## src/rtl/sort_driver_pkg.sv

```systemverilog
// sort_driver_pkg: shared FSM states and constants for the sort_driver initiator
package sort_driver_pkg;
  localparam int DEPTH = 8;
  localparam int AW = 3;
  localparam int RD_LAT = 3;
  localparam int LW = $clog2(RD_LAT);
  localparam logic [15:0] CYC_MAX = 16'hFFFF;
  typedef enum logic [2:0] {LOAD, GAP, START, WAIT_FALL, WAIT_RISE, RD_WAIT, EMIT} state_t;
  function automatic logic [15:0] sat_inc(input logic [15:0] v);
    return (v == CYC_MAX) ? v : v + 16'd1;
  endfunction
endpackage

```

## src/rtl/sort_driver.sv

```systemverilog
// sort_driver: loads 8 bytes into the selection sorter, runs it, streams the sorted bytes out
module sort_driver
  import sort_driver_pkg::*;
#(
  parameter int WIDTH = 8
) (
  input  logic             clk,
  input  logic             rst,
  input  logic             in_valid,
  output logic             in_ready,
  input  logic [WIDTH-1:0] in_data,
  output logic             out_valid,
  input  logic             out_ready,
  output logic [WIDTH-1:0] out_data,
  output logic             sort_wr,
  output logic [AW-1:0]    sort_addr,
  output logic [WIDTH-1:0] sort_datain,
  output logic             sort_start,
  input  logic [WIDTH-1:0] sort_dataout,
  input  logic             sort_ready,
  output logic             busy,
  output logic [15:0]      sort_cycles
);
  state_t state_q, state_d;
  logic [AW-1:0] cnt_q, cnt_d, addr_q, addr_d;
  logic [LW-1:0] lat_q, lat_d;
  logic [15:0] cyc_q, cyc_d;
  logic [WIDTH-1:0] din_q, din_d, out_data_q, out_data_d;
  logic in_ready_q, wr_q, start_q, busy_q, out_valid_q, out_valid_d, beat;
  // in_ready_q is only ever set when heading into LOAD, so a beat implies LOAD
  assign beat = in_valid && in_ready_q;
  always_comb begin
    state_d = state_q;
    cnt_d = cnt_q;
    lat_d = lat_q;
    addr_d = addr_q;
    din_d = din_q;
    cyc_d = cyc_q;
    out_valid_d = out_valid_q;
    out_data_d = out_data_q;
    case (state_q)
      LOAD: if (beat) begin
        addr_d = cnt_q;
        din_d = in_data;
        cnt_d = cnt_q + AW'(1);
        if (cnt_q == AW'(DEPTH - 1)) state_d = GAP;
      end
      GAP: state_d = START;
      START: begin
        cyc_d = '0;
        state_d = WAIT_FALL;
      end
      WAIT_FALL: begin
        cyc_d = sat_inc(cyc_q);
        if (!sort_ready) state_d = WAIT_RISE;
      end
      WAIT_RISE: begin
        cyc_d = sat_inc(cyc_q);
        if (sort_ready) begin
          addr_d = cnt_q;
          lat_d = '0;
          state_d = RD_WAIT;
        end
      end
      RD_WAIT: if (lat_q == LW'(RD_LAT - 1)) begin
        out_data_d = sort_dataout;
        out_valid_d = 1'b1;
        state_d = EMIT;
      end else lat_d = lat_q + LW'(1);
      EMIT: if (out_ready) begin
        out_valid_d = 1'b0;
        cnt_d = cnt_q + AW'(1);
        state_d = (cnt_q == AW'(DEPTH - 1)) ? LOAD : RD_WAIT;
        addr_d = (cnt_q == AW'(DEPTH - 1)) ? addr_q : cnt_q + AW'(1);
        lat_d = '0;
      end
      default: state_d = LOAD;
    endcase
  end
  always_ff @(posedge clk) begin
    if (rst) begin
      state_q <= LOAD;
      cnt_q <= '0;
      lat_q <= '0;
      addr_q <= '0;
      din_q <= '0;
      cyc_q <= '0;
      out_valid_q <= 1'b0;
      out_data_q <= '0;
      in_ready_q <= 1'b0;
      wr_q <= 1'b0;
      start_q <= 1'b0;
      busy_q <= 1'b0;
    end else begin
      state_q <= state_d;
      cnt_q <= cnt_d;
      lat_q <= lat_d;
      addr_q <= addr_d;
      din_q <= din_d;
      cyc_q <= cyc_d;
      out_valid_q <= out_valid_d;
      out_data_q <= out_data_d;
      in_ready_q <= (state_d == LOAD) && sort_ready;
      wr_q <= beat;
      start_q <= (state_q == START);
      busy_q <= !((state_d == LOAD) && (cnt_d == '0));
    end
  end
  assign in_ready = in_ready_q;
  assign out_valid = out_valid_q;
  assign out_data = out_data_q;
  assign sort_wr = wr_q;
  assign sort_addr = addr_q;
  assign sort_datain = din_q;
  assign sort_start = start_q;
  assign busy = busy_q;
  assign sort_cycles = cyc_q;
endmodule
```

## config.mk

```make
export PLATFORM = sky130hd
export DESIGN_NAME = sort_driver
export DESIGN_NICKNAME = d
export VERILOG_FILES = /design/src/rtl/sort_driver_pkg.sv /design/src/rtl/sort_driver.sv
export SDC_FILE = /design/constraint.sdc
export NUM_CORES = 1
export LEC_CHECK = 0
export ABC_AREA = 1
export CORE_UTILIZATION = 40
export DETAILED_ROUTE_END_ITERATION = 8
export PLACE_DENSITY = 0.74
export SYNTH_ARGS = -nofsm -noshare
export SYNTH_HDL_FRONTEND = slang
export SYNTH_SLANG_ARGS = --single-unit
```

## constraint.sdc

```tcl
create_clock -name clk -period 4.9 [get_ports clk]
set_input_delay 0.98 -clock clk [delete_from_list [all_inputs] [get_ports clk]]
set_output_delay 0.98 -clock clk [all_outputs]
set_load 0.01 [all_outputs]
```

==> results.txt <==
first-pass GRT wire length: 10500 um
total gr overflow: 0
Core Box Area: 5920 sq um
Slew HR: 0.521
combined buffer and inverter count along the critical path: 1
Fillers: 578
initial DRC count: 167
final antenna-violating net count: 0
R2R Setup Slk: 2810 ps
CP max FO: 8
Final Net Count: 452
largest net degree at the start of global routing: 33
Post-Syn Area: 2440 sq um
WP depth: 1
row count: 28
hold path depth: 2
register area: 961 sq um
via count: 2547
initial antenna violation count: 0
startpoint types: flop
Vias/cell: 5.06
final period utilization: 0.478
layout cell share with drive strength beyond 1: 0.0561
commonest non-fill, non-tap cells in the layout: 92 x nand2_1, 60 x clkdlybuf4s50_1, 50 x nor2_1
maximum clock path buffer count: 2
Crit Path Category: reg -> out
RSZ-0062 raised after global routing: false
GPL Wtd Cong: 0.864
CP top delay family: buffers and inverters
clock latency on the worst-skew pair: 310 ps
Synth Warn #: 0
slowest CP cell: clkdlybuf4s50_1
Post-CTS Setup Bufs: 0
Syn Area/Cell: 6.62 sq um
Fmax achieved: 427 MHz
syn nets: 394
fin cells: 503
CP endpoint kind: output pin
Synth cell types: 25
FF-to-FF path depth: 8
fin util: 0.542
Die Span Y: 80.1 um
CTS tree: done
Final setup viols: 0
Critical R2R Launch: sort_cycles[0]
final hold viol count: 0
clk_skew: 8.25 ps
I/O pin count: 61
WHS Endpoint: sort_addr[1]
CTS Root Cell: clkbuf_8
ANT cells: 0
Final min period: 2340 ps
flops & latches, synth: 48
met1 Use GR: 0.257
reg2reg end: sort_cycles[1]
CP Cell Sequence: clkdlybuf4s50_1
max incr delay on CP: 580 ps
die width: 80.1 um
crit path from: sort_cycles[9]
H-tree depth reported by CTS: 2
total power: 770 uW
most common cell after layout, fill and taps aside: nand2_1
Slew Viols, Final: 0
global-route usage over all layers: 0.206
GR Layer Usage met3: 0.0443
Hold Slack: 467 ps
Post-Synthesis Cells: 369
number of global-route vias before repair: 2423
Leak: 0.00127 uW
routed wire length: 6050 um
sequential element share of the synthesized area: 0.393
GR Util met2: 0.344
gr busiest metal: met2
Reg clk slew, reported paths: 100 ps
die area: 6420 sq um
PwrDens: 240 nW/um^2
CTS Buf Count: 5
number of gates resized after cts: 0
Worst Path Required: 3920 ps
routed len/inst: 12.0 um
Worst Hold Launch: sort_addr[1]
VDD IR max: 141 uV
cts hold-fix bufs: 0
Max Cap Violations: 0
Placed Instances: 495
Slew @ Worst Pin: 716 ps
DRC Markers: 0
Crit path arrival time: 1360 ps
Initial Utilization: 0.413
IO buf count: 60
post-DP HPWL: 4250 um
area grow syn2layout: 31.5%
TNS Setup: 0 ps
Hold Crit Class: reg -> reg
Multi-input gate area: 1280 sq um
CTS Sinks: 48
run status: finished, final reports clean
drt first pass iters: 5
-- flip-flops by register name (all words and copies together), names as in the netlist --
name	count
busy	1
cnt_q	3
in_ready	1
lat_q	2
out_data	8
out_valid	1
sort_addr	3
sort_cycles	16
sort_datain	8
sort_start	1
sort_wr	1
state_q	3
-- synthesized netlist by cell type (all sizes together) --
library cell / count / area (sq um)
a21oi: 30 / 154
a22oi: 1 / 7.51
a31oi: 3 / 18.8
buf: 4 / 32.5
clkbuf: 6 / 22.5
dfxtp: 48 / 961
ha: 4 / 50.1
inv: 38 / 143
nand2: 96 / 370
nand3: 49 / 250
nand3b: 1 / 7.51
nand4: 5 / 31.3
nor2: 56 / 230
nor3: 3 / 15.0
o21ai: 21 / 116
o22ai: 1 / 6.26
xor2: 3 / 26.3
-- how the worst max path moves through the flow --
stage                                end
after floorplan                     busy
after global placement          in_ready
after detailed placement  sort_datain[4]
after CTS                 sort_cycles[6]
after global routing      sort_cycles[7]
final                     sort_cycles[9]
-- area by class of cell --
type,count,area share
Clock buffer,6,0.0257
Clock inverter,2,0.0121
Inverter,38,0.0444
Multi-Input combinational cell,273,0.400
Sequential cell,48,0.299
Tap cell,75,0.0292
Timing Repair Buffer,61,0.189
-- where the power goes --
group	leakage (uW)	internal (uW)	switching [uW]
sequential	0.000389	397	4.63
combinational	0.000815	32.7	29.2
clock	0.0000614	167	139
total	0.00127	597	173
-- routing by layer --
| layer | vias to the layer above | wire length [um] |
|---|---|---|
| met1 | 1152 | 2750 |
| met4 | 0 | 70 |
| met2 | 81 | 2890 |
| met3 | 6 | 344 |
| met5 | - | 0 |
| li1 | 1308 | - |
-- logic make-up after synthesis --
family / Yosys count / synth area share
DFF: 48 / 0.393
buffers and inverters: 48 / 0.0809
adders and majority gates: 4 / 0.0205
xor gates and xnor gates: 3 / 0.0108
AOI/OAI and AO/OA: 56 / 0.124
and+or+nand+nor: 210 / 0.370
-- stage by stage --
step           worst slack [ps]  instance area, sq um
6_report                   2560                  3210
5_1_grt                    2490                  3210
4_1_cts                    2560                  3210
3_5_place_dp               2390                  3090
3_3_place_gp               2440                  3090
2_1_floorplan              3120                  2440
No activity file was read; power rests on OpenSTA's default activity.
